[src/rtl/mcu_ctrl_fsm.sv]
// Purpose : frame sequencer for the MCU datapath. It loads N+2 column memories,
//           runs two processing passes over them, then drains them to the host.
// Latency : control outputs are registered and change one cycle after a decision.
//           o_wea is the exception: in LOAD it is gated combinationally by i_in_valid.
//           Read data is valid one cycle after its address.
// Backpr. : LOAD holds its counters while i_in_valid is low. PROC never stalls.
//           OUT freezes addr, memSelect and valid while o_out_valid & !i_out_ready.
//
// Ports   : i_CLK/i_RST_n    clock and asynchronous active-low reset
//           i_start          starts a frame from IDLE
//           i_in_valid/o_in_ready    input pixel handshake
//           o_out_valid/i_out_ready  output pixel handshake
//           o_state/o_substate/o_memSelect  mux-array steering
//           o_wea/o_addr     column-memory write enables and shared address
//           o_done           one-cycle pulse at frame end
// Option  : MCU_AUTO_RESTART_EN. When it is defined, a finished frame re-enters
//           LOAD directly instead of returning to IDLE.
module mcu_ctrl_fsm #(
    parameter int N            = 2,
    parameter int BITS_IMAGEN  = 11,
    parameter int IMAGE_HEIGHT = 440,
    parameter int STATES       = 3,
    parameter int ADDR_BITS    = $clog2(IMAGE_HEIGHT)
) (
    input  logic                          i_CLK,
    input  logic                          i_RST_n,
    input  logic                          i_start,
    input  logic                          i_in_valid,
    output logic                          o_in_ready,
    output logic                          o_out_valid,
    input  logic                          i_out_ready,
    output logic [$clog2(STATES)-1:0]     o_state,
    output logic [$clog2(N/2+1):0]        o_substate,
    output logic [$clog2(N+2)-1:0]        o_memSelect,
    output logic [N+1:0]                  o_wea,
    output logic [ADDR_BITS-1:0]          o_addr,
    output logic                          o_done
);

    localparam int ST_W  = $clog2(STATES);
    localparam int SUB_W = $clog2(N/2+1) + 1;
    localparam int MS_W  = $clog2(N+2);
    localparam int NMEM  = N + 2;

    localparam logic [ST_W-1:0] S_LOAD = ST_W'(0);
    localparam logic [ST_W-1:0] S_PROC = ST_W'(1);
    localparam logic [ST_W-1:0] S_OUT  = ST_W'(2);
    localparam logic [ST_W-1:0] S_IDLE = ST_W'(3);

    // The mux array pairs the convolution units, so N must be even.
    if ((N % 2) != 0 || BITS_IMAGEN < 1) begin : g_bad_cfg
        $error("mcu_ctrl_fsm: N must be even and BITS_IMAGEN positive");
    end

    logic [ST_W-1:0]      state, state_nxt;
    logic [SUB_W-1:0]     substate, substate_nxt;
    logic [MS_W-1:0]      mem_sel, mem_sel_nxt;
    logic [ADDR_BITS-1:0] addr, addr_nxt;
    logic                 in_ready, in_ready_nxt;
    logic                 out_valid, out_valid_nxt;
    logic                 done, done_nxt;
    // Set once the final read address of the drain has been issued. From then on
    // the drain only waits for that last word to be accepted.
    logic                 issue_done, issue_done_nxt;

    logic xfer;
    logic out_adv;
    logic addr_last;
    logic mem_last;

    assign xfer      = i_in_valid & in_ready;
    assign out_adv   = ~out_valid | i_out_ready;
    assign addr_last = (addr == ADDR_BITS'(IMAGE_HEIGHT - 1));
    assign mem_last  = (mem_sel == MS_W'(NMEM - 1));

    // State and datapath registers
    always_ff @(posedge i_CLK or negedge i_RST_n) begin
        if (!i_RST_n) begin
            state      <= S_IDLE;
            substate   <= '0;
            mem_sel    <= '0;
            addr       <= '0;
            in_ready   <= 1'b0;
            out_valid  <= 1'b0;
            done       <= 1'b0;
            issue_done <= 1'b0;
        end else begin
            state      <= state_nxt;
            substate   <= substate_nxt;
            mem_sel    <= mem_sel_nxt;
            addr       <= addr_nxt;
            in_ready   <= in_ready_nxt;
            out_valid  <= out_valid_nxt;
            done       <= done_nxt;
            issue_done <= issue_done_nxt;
        end
    end

    // Next-state logic
    always_comb begin
        state_nxt = state;
        case (state)
            S_IDLE: if (i_start) state_nxt = S_LOAD;
            S_LOAD: if (xfer && addr_last && mem_last) state_nxt = S_PROC;
            S_PROC: if (addr_last && substate == SUB_W'(1)) state_nxt = S_OUT;
            S_OUT: begin
                // Once the last address is issued, out_valid is high, so
                // out_adv here means the last word was accepted.
                if (out_adv && issue_done) begin
`ifdef MCU_AUTO_RESTART_EN
                    state_nxt = S_LOAD;
`else
                    state_nxt = S_IDLE;
`endif
                end
            end
            default: state_nxt = S_IDLE;
        endcase
    end

    // Next values of the counters and registered outputs
    always_comb begin
        substate_nxt   = substate;
        mem_sel_nxt    = mem_sel;
        addr_nxt       = addr;
        out_valid_nxt  = out_valid;
        issue_done_nxt = issue_done;
        done_nxt       = 1'b0;
        in_ready_nxt   = (state_nxt == S_LOAD);
        case (state)
            S_IDLE: begin
                if (i_start) begin
                    addr_nxt     = '0;
                    mem_sel_nxt  = '0;
                    substate_nxt = '0;
                end
            end
            S_LOAD: begin
                if (xfer) begin
                    if (addr_last) begin
                        addr_nxt = '0;
                        if (mem_last) begin
                            mem_sel_nxt  = '0;
                            substate_nxt = '0;
                        end else begin
                            mem_sel_nxt = mem_sel + MS_W'(1);
                        end
                    end else begin
                        addr_nxt = addr + ADDR_BITS'(1);
                    end
                end
            end
            S_PROC: begin
                if (addr_last) begin
                    addr_nxt = '0;
                    if (substate == SUB_W'(0)) begin
                        substate_nxt = SUB_W'(1);
                    end else begin
                        substate_nxt   = '0;
                        mem_sel_nxt    = '0;
                        out_valid_nxt  = 1'b0;
                        issue_done_nxt = 1'b0;
                    end
                end else begin
                    addr_nxt = addr + ADDR_BITS'(1);
                end
            end
            S_OUT: begin
                if (out_adv) begin
                    if (!issue_done) begin
                        // The address presented now has its data next cycle.
                        out_valid_nxt = 1'b1;
                        if (addr_last && mem_last) begin
                            issue_done_nxt = 1'b1;
                        end else if (addr_last) begin
                            addr_nxt    = '0;
                            mem_sel_nxt = mem_sel + MS_W'(1);
                        end else begin
                            addr_nxt = addr + ADDR_BITS'(1);
                        end
                    end else begin
                        out_valid_nxt  = 1'b0;
                        issue_done_nxt = 1'b0;
                        done_nxt       = 1'b1;
                        addr_nxt       = '0;
                        mem_sel_nxt    = '0;
                    end
                end
            end
            default: begin
                substate_nxt   = '0;
                mem_sel_nxt    = '0;
                addr_nxt       = '0;
                out_valid_nxt  = 1'b0;
                issue_done_nxt = 1'b0;
            end
        endcase
    end

    // Write enables. In LOAD, the enable is qualified by i_in_valid so that a
    // write happens only on an actual transfer cycle. In PROC, the mux array
    // writes its results back to every memory.
    always_comb begin
        o_wea = '0;
        case (state)
            S_LOAD:  o_wea = (NMEM'(1) << mem_sel) & {NMEM{i_in_valid}};
            S_PROC:  o_wea = '1;
            default: o_wea = '0;
        endcase
    end

    assign o_state     = state;
    assign o_substate  = substate;
    assign o_memSelect = mem_sel;
    assign o_addr      = addr;
    assign o_in_ready  = in_ready;
    assign o_out_valid = out_valid;
    assign o_done      = done;

endmodule

[config.mk]
export PLATFORM = sky130hd
export DESIGN_NAME = mcu_ctrl_fsm
export DESIGN_NICKNAME = d
export VERILOG_FILES = /design/src/rtl/mcu_ctrl_fsm.sv
export SDC_FILE = /design/constraint.sdc
export NUM_CORES = 1
export LEC_CHECK = 0
export BUFFER_PORTS_ARGS = -buffer_cell sky130_fd_sc_hd__clkbuf_2
export CORE_MARGIN = 4
export CORE_UTILIZATION = 40
export CTS_CLUSTER_DIAMETER = 80
export DETAILED_ROUTE_END_ITERATION = 7
export MAX_ROUTING_LAYER = met4
export SKIP_LAST_GASP = 1
export SLEW_MARGIN = 10
export SYNTH_ARGS = -nofsm -noshare
export SYNTH_HDL_FRONTEND = slang
export SYNTH_SLANG_ARGS = --single-unit
[constraint.sdc]
create_clock -name i_CLK -period 1.74 [get_ports i_CLK]
set_input_delay 0.174 -clock i_CLK [delete_from_list [all_inputs] [get_ports i_CLK]]
set_output_delay 0.174 -clock i_CLK [all_outputs]
set_load 0.01 [all_outputs]
==> run_results.csv <==
group,metric,value,unit
sta,hold_violations,0,
logic_synthesis,synth_seq_cells,18,
global_routing,grt_overflow_total,0,
sta,skew,8.08,ps
logic_synthesis,yosysTopAreaCellShare,32.8,%
global_routing,grt_pass1_wl,5.42,mm
worst_setup_path,crit_fanout,11,
power,p_leak,0.717,nW
cells_and_area,multi_input_area,728,um2
sta,rsz0062_at_grt,"true",
floorplanning,die_h,63.3,um
sta,slew_viol_final,0,
routing,vias,1130,
clock_tree,clkTransAtPathRegs,110,ps
cells_and_area,area_growth,27.6,%
sta,fin_crit,1680,ps
clock_tree,clock-sinks,18,
worst_setup_path,worstPathArrival,1870,ps
routing,drt_iter0_markers,36,
floorplanning,start_util,43.2,%
status,outcome,"complete, no violations",
clock_tree,clk_latency,300,ps
placed_design,gp_congestion,0.849,
global_routing,track_usage,17.2,%
logic_synthesis,synth.net_count,136,
power,report.power.total,1.30,mW
clock_tree,numCtsBuffers,3,
cells_and_area,nFillCells,268,
floorplanning,die_w,63.3,um
clock_tree,cts_tree,"yes",
worst_setup_path,crit_path_end_kind,"register",
clock_tree,h-tree-depth,1,
worst_setup_path,cp.required,1940,ps
flow_run,cap_violations,0,
floorplanning,dieArea,0.00400,mm2
sta,timing.hold.ws,115,ps
logic_synthesis,synthTopCellsByCount,"dfrtp_1, a21oi_1, nand2_1, nor2_1",
global_routing,first_global_vias,1160,
placed_design,dpl.hpwl,2.32,mm
routing,via_per_inst,5.68,
logic_synthesis,yosysMostFrequentCell,"dfrtp_1",
logic_synthesis,syn_area_per_cell,9.70,um2
logic_synthesis,async_flop_share,100,%
global_routing,grt_max_degree,19,
sta,max_freq,596,MHz
routing,wl,3.01,mm
cells_and_area,drive_gt1_share,40.5,%
placed_design,portBuffers,25,
cells_and_area,post-route-util,55.2,%
sta,fin_crit_sh,96.4,%
worst_setup_path,cp-start-kind,"register",
logic_synthesis,synth.yosys.seq_area_share,37.1,%
logic_synthesis,synth_cell_types,46,
logic_synthesis,yosysTopAreaCell,"dfrtp_1",
floorplanning,num_rows,19,
logic_synthesis,synth_edf_count,0,
worst_setup_path,path_class,"register to register",
cells_and_area,antenna_cells,0,
routing,ant_nets,0,
logic_synthesis,ys_top_cells_by_area,"dfrtp_1, ha_1, dfstp_2",
logic_synthesis,netlist_instances,126,
floorplanning,io_pins,27,
cells_and_area,nets,179,
routing,dr.pass1.iters,4,
cells_and_area,seqCellArea,453,um2
routing,wire_per_inst,15.1,um
clock_tree,clock_path_buffers,2,
logic_synthesis,ys_warn_count,0,
sta,setup_viol,0,
routing,drc,0,
min_path,min_path_type,"input pin to register",
global_routing,antenna_found_initial,0,
sta,fin_setup_tns,0,ps
floorplanning,core_area,0.00283,mm2
logic_synthesis,synth_area,0.00122,mm2
logic_synthesis,synthFlopType,"dfrtp_1",
power,peakVddDrop,0.643,mV
power,cellPowerDensity,830,mW/mm2
clock_tree,cts-root-buf,"clkbuf_4",
clock_tree,postCtsSetupRepairBufs,0,
## kinds of logic after synthesis
logic type / count (synthesis) / synth area share (%)
simple gates: 53 / 27.5
compound gates: 34 / 21.6
flops: 18 / 37.1
buf+inv: 13 / 6.35
fa+ha+maj: 5 / 5.12
mux: 2 / 2.05
other cells: 1 / 0.307
## power by group
group          leakage [nW]  switching (mW)  internal, mW
clock                0.0210           0.140         0.128
sequential            0.219          0.0721         0.488
combinational         0.476           0.239         0.229
## repair_timing
item	in CTS	in global routing
endpoints found under the hold margin	16	0
setup endpoints to repair	0	9
gates resized for setup	0	7
hold buffers	1	0
## metal layers
metal  part of all wire (%)  global-route usage (%)
met4                    1.2                    6.47
met2                     46                    26.2
met3                    4.4                    2.66
met1                     48                    23.1
met5                      0                       -
## path summary, 6_finish.rpt
check | from | to | slack, ps | depth (start not counted)
max | o_state[0] | o_addr[3] | 60 | 5
min | i_start | o_state[1] | 110 | 4
max reg2reg | o_state[0] | o_addr[3] | 60 | 5
min reg2reg | o_out_valid | o_out_valid | 550 | 2
max in group asynchronous | i_RST_n | o_state[0] | 1050 | 2
min in group asynchronous | i_RST_n | o_substate[0] | 350 | 2
## cells in the final DEF, fill, tap and decap left out, types with 2 or more instances in the layout
master    Yosys  final
dfstp_2       2      2
and3_2        2      2
clkbuf_4      0      3
buf_4         1     18
o21ai_0       5      4
nor2_1        8      8
nand4_1       3      3
nand3_1       5      5
nor2b_1       5      4
nand3b_1      2      2
inv_1         6      6
a22o_1        4      4
o211ai_1      6      6
ha_2          0      2
a32o_1        2      2
nor3_1        2      2
a31oi_1       2      2
nor4_1        2      2
a21oi_1       8      8
clkbuf_2      0     25
ha_1          5      3
dfrtp_1      16     16
nand2_1       8      8
## worst max-delay path, cell delays in order, from the launching register on
cell      delay (ps)
dfstp_2          620
a211oi_2          70
a311oi_4         350
buf_6            190
o211ai_1          90
a22o_1           240
## metrics by stage
step           cells  cell area (um2)  worst slack [ps]
6_report         199             1560              63.1
5_1_grt          199             1560             -12.1
4_1_cts          199             1540              19.6
3_5_place_dp     194             1490              52.6
3_3_place_gp     194             1490               101
2_1_floorplan    126             1240              5.79
## flip-flops by register name, summed over array words and instances, names as in the netlist
name,count
issue_done,1
o_memSelect,2
o_addr,9
o_out_valid,1
o_substate,1
o_done,1
o_state,2
o_in_ready,1
## final cells by class
class | count | share of cell area (%)
Clock buffer | 4 | 2.33
Inverter | 6 | 1.44
Timing Repair Buffer | 45 | 18.0
Multi-Input combinational cell | 95 | 46.7
Sequential cell | 18 | 29.0
Tap cell | 31 | 2.49
Power figures use the tool's default switching activity.
